$ cat src/rtl/rf_scan_reader_pkg.sv
// Shared types and sizing for the register-file scan reader.
// Latency: n/a (declarations only).
// Backpressure: n/a.
package rf_scan_reader_pkg;

    localparam int ADDR_W_DEF = 5;
    localparam int DATA_W_DEF = 32;
    localparam int RF_DEPTH   = 2 ** ADDR_W_DEF;

    // Scan sequencer states
    typedef enum logic [1:0] {
        ST_IDLE = 2'd0,
        ST_READ = 2'd1,
        ST_SEND = 2'd2,
        ST_DONE = 2'd3
    } state_t;

endpackage

$ cat src/rtl/rf_scan_reader.sv
// Walks an RF address range on one combinational read port and streams each word out.
// Latency: word captured at the edge ending its READ cycle; one word per 2 cycles with out_ready high.
// Backpressure: holds one word in SEND until out_ready; no new RF read is issued while stalled.
module rf_scan_reader
    import rf_scan_reader_pkg::*;
#(
    parameter int ADDR_W = ADDR_W_DEF,
    parameter int DATA_W = DATA_W_DEF
) (
    input  logic              clk,
    input  logic              rst,
    input  logic              start,
    input  logic              abort,
    input  logic [ADDR_W-1:0] first_addr,
    input  logic [ADDR_W-1:0] last_addr,
    output logic [ADDR_W-1:0] rf_raddr,
    input  logic [DATA_W-1:0] rf_rdata,
    output logic              out_valid,
    input  logic              out_ready,
    output logic [DATA_W-1:0] out_data,
    output logic [ADDR_W-1:0] out_addr,
    output logic              out_last,
    output logic              busy,
    output logic              done
);

    state_t              r_state;
    state_t              w_next_state;
    logic [ADDR_W-1:0]   r_cur;
    logic [ADDR_W-1:0]   r_end;
    logic [DATA_W-1:0]   r_data;
    logic [ADDR_W-1:0]   r_addr;
    logic                r_valid;
    logic                r_last;
    logic                w_handshake;

    assign w_handshake = r_valid & out_ready;

    // State register; async reset forces IDLE immediately
    always_ff @(posedge clk or posedge rst) begin
        if (rst) begin
            r_state <= ST_IDLE;
        end else begin
            r_state <= w_next_state;
        end
    end

    // Next-state decode; abort overrides everything, including a pending handshake
    always_comb begin
        w_next_state = r_state;
        if (abort) begin
            w_next_state = ST_IDLE;
        end else begin
            unique case (r_state)
                ST_IDLE: if (start) w_next_state = ST_READ;
                ST_READ: w_next_state = ST_SEND;
                ST_SEND: if (w_handshake) w_next_state = r_last ? ST_DONE : ST_READ;
                ST_DONE: w_next_state = ST_IDLE;
                default: w_next_state = ST_IDLE;
            endcase
        end
    end

    // Address counter and output word register
    always_ff @(posedge clk or posedge rst) begin
        if (rst) begin
            r_cur   <= '0;
            r_end   <= '0;
            r_data  <= '0;
            r_addr  <= '0;
            r_valid <= 1'b0;
            r_last  <= 1'b0;
        end else if (abort) begin
            // A word still waiting in SEND is discarded
            r_valid <= 1'b0;
            r_last  <= 1'b0;
        end else begin
            unique case (r_state)
                ST_IDLE: begin
                    if (start) begin
                        r_cur <= first_addr;
                        r_end <= last_addr;
                    end
                end
                ST_READ: begin
                    // RF read port is combinational: the word for r_cur is valid now
                    r_data  <= rf_rdata;
                    r_addr  <= r_cur;
                    r_last  <= (r_cur == r_end);
                    r_valid <= 1'b1;
                end
                ST_SEND: begin
                    if (w_handshake) begin
                        r_valid <= 1'b0;
                        // Natural overflow gives the wrap from the top address back to 0
                        if (!r_last) r_cur <= r_cur + 1'b1;
                    end
                end
                ST_DONE: begin
                end
                default: begin
                end
            endcase
        end
    end

    // The read address only moves when r_cur moves, so it is quiet outside READ
    assign rf_raddr  = r_cur;
    assign out_valid = r_valid;
    assign out_data  = r_data;
    assign out_addr  = r_addr;
    assign out_last  = r_last;
    assign busy      = (r_state != ST_IDLE);
    assign done      = (r_state == ST_DONE);

endmodule

$ cat config.mk
export PLATFORM = sky130hd
export DESIGN_NAME = rf_scan_reader
export DESIGN_NICKNAME = d
export VERILOG_FILES = /design/src/rtl/rf_scan_reader_pkg.sv /design/src/rtl/rf_scan_reader.sv
export SDC_FILE = /design/constraint.sdc
export NUM_CORES = 1
export LEC_CHECK = 0
export ABC_AREA = 1
export CORE_MARGIN = 3
export CORE_UTILIZATION = 38
export CTS_CLUSTER_SIZE = 20
export DETAILED_ROUTE_END_ITERATION = 8
export PLACE_DENSITY_LB_ADDON = 0.12
export SETUP_SLACK_MARGIN = 0.4
export SLEW_MARGIN = 20
export SYNTH_ARGS = -nofsm -noshare
export SYNTH_HDL_FRONTEND = slang
export SYNTH_SLANG_ARGS = --single-unit
$ cat constraint.sdc
create_clock -name clk -period 1.46 [get_ports clk]
set_input_delay 0.219 -clock clk [delete_from_list [all_inputs] [get_ports clk]]
set_output_delay 0.219 -clock clk [all_outputs]
set_load 0.05 [all_outputs]
==> flow_summary.yaml, run 1 <==
outcome:
  status: "completed"
final_layout:
  drive_above_1_share: 0.3417
  final_common_cell: "nand2_1"
  area_growth_pct: 91.70
  nets: 446
  final_cell_mix: "nand2_1 (130), buf_12 (49), clkdlybuf4s50_1 (46)"
  diodes: 0
  utilization: 0.7677
setup_path:
  worstPathArrival_ps: 1070
  criticalPathCategory: "reg -> out"
  start_kind: "flip-flop"
  cp-end-kind: "output port"
  path_max_fanout: 5
  cp.required_ps: 1240
global_routing:
  gr-usage-all-layers: 0.1835
  grt_use_met1: 0.2278
  grt_pass1_vias: 2059
  grt_antenna_before_repair: 0
  grt_util_met2: 0.3069
  grt-ovfl-total: 0
  top_usage_layer: "met2"
  use_met3: 0.05754
  grt_max_degree: 33
  grt_pass1_wl_um: 10330
yosys:
  synth_cells: 261
  ys_warn_count: 0
  synthXorXnorAreaFrac: 0.01560
  yosysSeqAreaShare: 0.5682
  yosysTopAreaCell: "dfrtp_1"
  synth-seq-cells: 51
  netlist_top_cells_area: "dfrtp_1 (57%), nand2_1 (22%), inv_1 (2.3%)"
  synth_fa_ha_area_frac: 0.005571
  avgSynthCellArea_um2: 8.605
  synth-simple-area-share: 0.3142
  muxShareOfSynthArea: 0
  synth_top_family_by_area: "simple AND/OR/NAND/NOR gates"
  ys_types: 26
  netlist.area_leader.share: 0.5682
  syn_area_mm2: 0.002246
  synth_compound_area_frac: 0.03454
  syn_nets: 309
pwr:
  sw_frac_of_total: 0.4382
  p_switching_mw: 4.400
  p_clk_frac: 0.096
  power_density_mw_per_mm2: 2332
  power_frac_seq: 0.272
  p_int_mw: 5.641
  finalPower_mw: 10.04
  ir_drop_uv: 1564
  comb_power_share: 0.632
  power_leakage_nw: 2.111
clock_network:
  htreeDepth: 2
  clk_latency_ps: 310
  ctsHoldBuffers: 0
  cts_sinks: 51
  tritoncts: "yes"
  cts_buffer_depth: 2
  cts_made_buffers: 5
  clk_pin_slew_ps: 100
  cts-root-buf: "clkbuf_8"
sta:
  fin_tns_setup_ps: 0
  slew_viol_final: 0
  period_needed_ps: 1287
  tightest_slew_ps: 351.1
  period_share: 0.8812
  setup_ws_ps: 173.4
  setup_viol: 0
  slew_headroom: 0.7655
  hold_violations: 0
  fmax_ghz: 0.7773
  rsz0062_at_grt: "yes"
  skew_ps: 14.28
route:
  routed_wl_um: 6583
  detail_route.first_pass.iterations: 4
  viasPerCell: 4.564
  post-route-drc-count: 0
  drt_iter0_markers: 89
  ant_nets: 0
  drt-wirelength-per-cell_um: 14.01
  routed-via-count: 2145
floorplanning:
  num_io_pins: 93
  fp.dieW_um: 82.88
  initial_utilization: 0.4005
  die_h_um: 82.88
  rows: 27
  core_mm2: 0.005608
  dieArea_mm2: 0.006869
placed_design:
  io_buffer_count: 92
  post-dp-hpwl_um: 4356
  gp_congestion: 0.8984
  dp_slack_ps: 51.62
flow_run:
  drv_cap: 0
min_path:
  hp-class: "in -> async"
==> area by class of cell <==
class | instances | area [um^2]
repair buffers | 137 | 1775
flip-flops and latches | 51 | 1287
well taps | 72 | 90.09
clock inverters | 1 | 30.03
multi-input cells | 186 | 969.7
inverters | 17 | 80.08
clock buffers | 6 | 72.57
fillers | 365 | 1303
==> synth_stat cells <==
cell type / number
nand2_1: 134
dfrtp_1: 51
inv_1: 14
nand3_1: 9
nor2_1: 8
o21ai_0: 6
o21ai_1: 6
buf_2: 4
buf_6: 4
nand4_1: 3
xor2_1: 3
a21oi_1: 2
nand2_4: 2
nand3_2: 2
or2_0: 2
ha_1: 1
inv_2: 1
inv_4: 1
inv_8: 1
nand2_2: 1
nand3b_2: 1
nor2_4: 1
nor2_8: 1
nor3_1: 1
o211ai_1: 1
xnor2_1: 1
==> sequential cells by signal (all words and copies together), names as in the netlist <==
name / cells
out_data: 32
out_addr: 5
r_end: 5
rf_raddr: 5
r_state: 2
out_last: 1
out_valid: 1
==> final timing paths <==
| kind | start | end | slack [ps] | depth (start not counted) |
|---|---|---|---|---|
| max reg2reg | r_state[0] | rf_raddr[0] | 200 | 6 |
| max | r_state[1] | busy | 170 | 3 |
| min | rst | out_addr[1] | 230 | 2 |
| max in group asynchronous | rst | out_data[5] | 780 | 3 |
| min in group clk | rf_rdata[23] | out_data[23] | 440 | 3 |
| min reg2reg | out_data[24] | out_data[24] | 500 | 2 |
==> layer usage <==
metal | up-vias | share of wire
li1 | 1078 | -
met3 | 14 | 0.063
met2 | 64 | 0.51
met4 | 0 | 0.021
met5 | - | 0
met1 | 989 | 0.41
==> worst max-delay path, cell delays in order, from the launching register on <==
cell and delay [ps]:
dfrtp_2 460, inv_4 100, nand2_4 60, buf_12 140
==> through the flow <==
| step | area [um^2] | hold WS [ps] | cells |
|---|---|---|---|
| final | 4305 | 229.6 | 470 |
| after global routing | 4305 | 244.3 | 470 |
| after CTS | 4071 | 247.1 | 453 |
| after detailed placement | 3781 | 464.3 | 426 |
| after global placement | 3781 | 455.8 | 426 |
| after floorplan | 2288 | 267.4 | 261 |
==> power by group through the flow <==
stage,clock (mW),sequential [mW],combinational (mW)
6_report,0.964,2.73,6.35
5_1_grt,1.05,2.81,6.67
4_1_cts,0.985,2.73,6.05
3_5_place_dp,0,2.84,5.63
3_3_place_gp,0,2.82,5.56
2_1_floorplan,0,4.44,0.963
==> repair_timing <==
action,4_1_cts,5_1_grt
resized for setup,7,24
hold endpoints to repair,0,0
pin swaps,2,9
endpoints found under the setup margin,97,97
gates cloned,0,1
buffers inserted,20,16
==> kinds of logic (layout without fill, tap and decap cells) <==
kind of cell	after synthesis	after routing
compound gates	15	15
buf+inv	25	161
xor+xnor	4	4
simple gates	165	166
flops	51	51
fa+ha+maj	1	1
No activity file was read; power rests on OpenSTA's default activity.
==> inputs of run 2 (changes only) <==
--- a/config.mk
+++ b/config.mk
@@ -7,7 +7,8 @@
 export LEC_CHECK = 0
 export ABC_AREA = 1
 export CORE_MARGIN = 3
-export CORE_UTILIZATION = 38
+export CORE_UTILIZATION = 40
+export CTS_BUF_LIST = sky130_fd_sc_hd__clkbuf_8
 export CTS_CLUSTER_SIZE = 20
 export DETAILED_ROUTE_END_ITERATION = 8
 export PLACE_DENSITY_LB_ADDON = 0.12
==> constraint.sdc (replaced) <==
create_clock -name clk -period 1.46 [get_ports clk]
set_input_delay 0.365 -clock clk [delete_from_list [all_inputs] [get_ports clk]]
set_output_delay 0.365 -clock clk [all_outputs]
set_load 0.05 [all_outputs]
==> run 2 against run 1 <==
Compared with the run above: register-to-register slack got worse by 230 ps; die area decreased by 4.7%; global-route usage increased by 5.5 points; sequential power increased by 3%; utilization increased by 15 points; clock power increased by 20%; final cell count increased by 3.2%; worst hold slack improved by 150 ps; highest routed layer unchanged; first-iteration DRC count increased by 36%; the run now ends with setup timing left.
==> flow_summary.yaml, run 2 (synthesized netlist as in run 1, its figures left out) <==
sta:
  rsz0062_at_grt: "yes"
  fmax_ghz: 0.6725
  period_share: 1.019
  setup_viol: 3
  tightest_slew_ps: 374.1
  hold_violations: 0
  slew_headroom: 0.7479
  setup_ws_ps: -27.09
  skew_ps: 16.24
  slew_viol_final: 0
  fin_tns_setup_ps: -60.30
  period_needed_ps: 1487
  hold_slack_ps: 377.8
setup_path:
  criticalPathCategory: "reg -> reg"
  cp-end-kind: "flip-flop"
  cp.required_ps: 1660
  start_kind: "flip-flop"
  worstPathArrival_ps: 1690
  path_max_fanout: 7
final_layout:
  largest_reg_flops: 32
  seqCellArea_mm2: 0.001290
  fin_cells: 485
  final_cell_mix: "nand2_1 (82), buf_12 (53), clkdlybuf4s50_1 (45)"
  nets: 462
  final_common_cell: "nand2_1"
  area_growth_pct: 115.6
  drive_above_1_share: 0.5060
  diodes: 0
  n_fill_cell: 192
  multiInputGateArea_mm2: 0.001166
floorplanning:
  core_mm2: 0.005270
  dieArea_mm2: 0.006550
  rows: 26
  num_io_pins: 93
  initial_utilization: 0.4262
  die_h_um: 80.93
  fp.dieW_um: 80.93
route:
  routed-via-count: 2556
  met1_length_um: 3312
  top_layer_used: "met4"
  drt-wirelength-per-cell_um: 19.54
  routed_wl_um: 9477
  drt_iter0_markers: 121
  detail_route.first_pass.iterations: 5
  post-route-drc-count: 0
  ant_nets: 0
  met2_length_um: 5068
  viasPerCell: 5.270
  wl_met3_um: 657
placed_design:
  io_buffer_count: 92
  gp_congestion: 0.8937
  dp_cells: 425
  post-dp-hpwl_um: 4699
  dp_slack_ps: -259.7
clock_network:
  clk_pin_slew_ps: 100
  clk_latency_ps: 320
  htreeDepth: 2
  cts_buffer_depth: 2
  cts-root-buf: "clkbuf_8"
  cts_made_buffers: 5
  tritoncts: "yes"
  cts_sinks: 51
pwr:
  p_switching_mw: 4.986
  p_clk_frac: 0.104
  power_frac_seq: 0.250
  p_int_mw: 6.240
  sw_frac_of_total: 0.4441
  finalPower_mw: 11.23
  power_density_mw_per_mm2: 2318
  power_leakage_nw: 2.380
  comb_power_share: 0.646
  ir_drop_uv: 1578
flow_run:
  drv_cap: 0
global_routing:
  grt-ovfl-total: 0
  grt_pass1_wl_um: 11840
  gr-usage-all-layers: 0.2390
  grt_antenna_before_repair: 0
  grt_max_degree: 21
  grt_pass1_vias: 2428
outcome:
  violations: "setup timing"
  status: "complete, but fails checks"
min_path:
  hp-class: "in -> async"
[run 2: critical path, cell delays in order, from the launching register on]
cell and delay, ps:
dfrtp_2 470, inv_4 90, buf_6 120, nand2_8 60
nor2_8 140, inv_8 90, buf_12 140, buf_16 130
nand2_2 60, nand2_1 80
[run 2: timing repair]
| item | 4_1_cts | 5_1_grt |
|---|---|---|
| gates resized for setup | 71 | 36 |
| gates cloned | 5 | 2 |
| endpoints found under the setup margin | 97 | 97 |
| hold buffers | 0 | 0 |
| setup buffers | 26 | 19 |
| pin swaps | 19 | 18 |
[run 2: worst paths after layout]
kind                            startpoint      endpoint  slack, ps  depth (start not counted)
worst max-delay path            r_state[1]  out_data[17]        -30                          9
worst min-delay path                   rst  out_data[18]        380                          2
worst max register to register  r_state[1]  out_data[17]        -30                          9
worst min register to register    r_end[3]      r_end[3]        530                          2
max in group asynchronous              rst   out_addr[1]        640                          3
min in group clk                  r_end[3]      r_end[3]        530                          2
[run 2: stage by stage]
stage / util / area (um^2)
after floorplan: - / 2308
after global placement: 0.7270 / 3831
after detailed placement: 0.7270 / 3831
after CTS: 0.8557 / 4509
after global routing: 0.9188 / 4842
final: 0.9188 / 4842
[run 2: metal layers]
| layer | vias up | global-route usage |
|---|---|---|
| li1 | 1113 | - |
| met1 | 1257 | 0.2623 |
| met2 | 142 | 0.4425 |
| met3 | 44 | 0.06652 |
| met4 | 0 | 0.07601 |
| met5 | - | 0 |
[run 2: layout make-up]
class                   instances  area share
clock inverters                 3     0.01318
clock buffers                   5     0.01421
multi-input cells             186      0.2408
well taps                      70     0.01809
flip-flops and latches         51      0.2664
inverters                      17     0.01731
repair buffers                153      0.4300
[run 2: power groups by stage]
stage | logic (mW) | registers [mW] | clock network, mW
floorplan | 0.978 | 4.44 | 0
global placement | 5.65 | 2.82 | 0
detailed placement | 5.72 | 2.86 | 0
CTS | 6.56 | 2.74 | 1.16
global route | 7.56 | 2.85 | 1.24
finish | 7.26 | 2.80 | 1.16
==> inputs of run 3 (changes only) <==
--- a/config.mk
+++ b/config.mk
@@ -9,7 +9,6 @@
 export CORE_MARGIN = 3
 export CORE_UTILIZATION = 40
 export CTS_BUF_LIST = sky130_fd_sc_hd__clkbuf_8
-export CTS_CLUSTER_SIZE = 20
 export DETAILED_ROUTE_END_ITERATION = 8
 export PLACE_DENSITY_LB_ADDON = 0.12
 export SETUP_SLACK_MARGIN = 0.4
==> results of run 3 <==
Same layout as run 2: the final DEF is identical, and so are final timing and power.
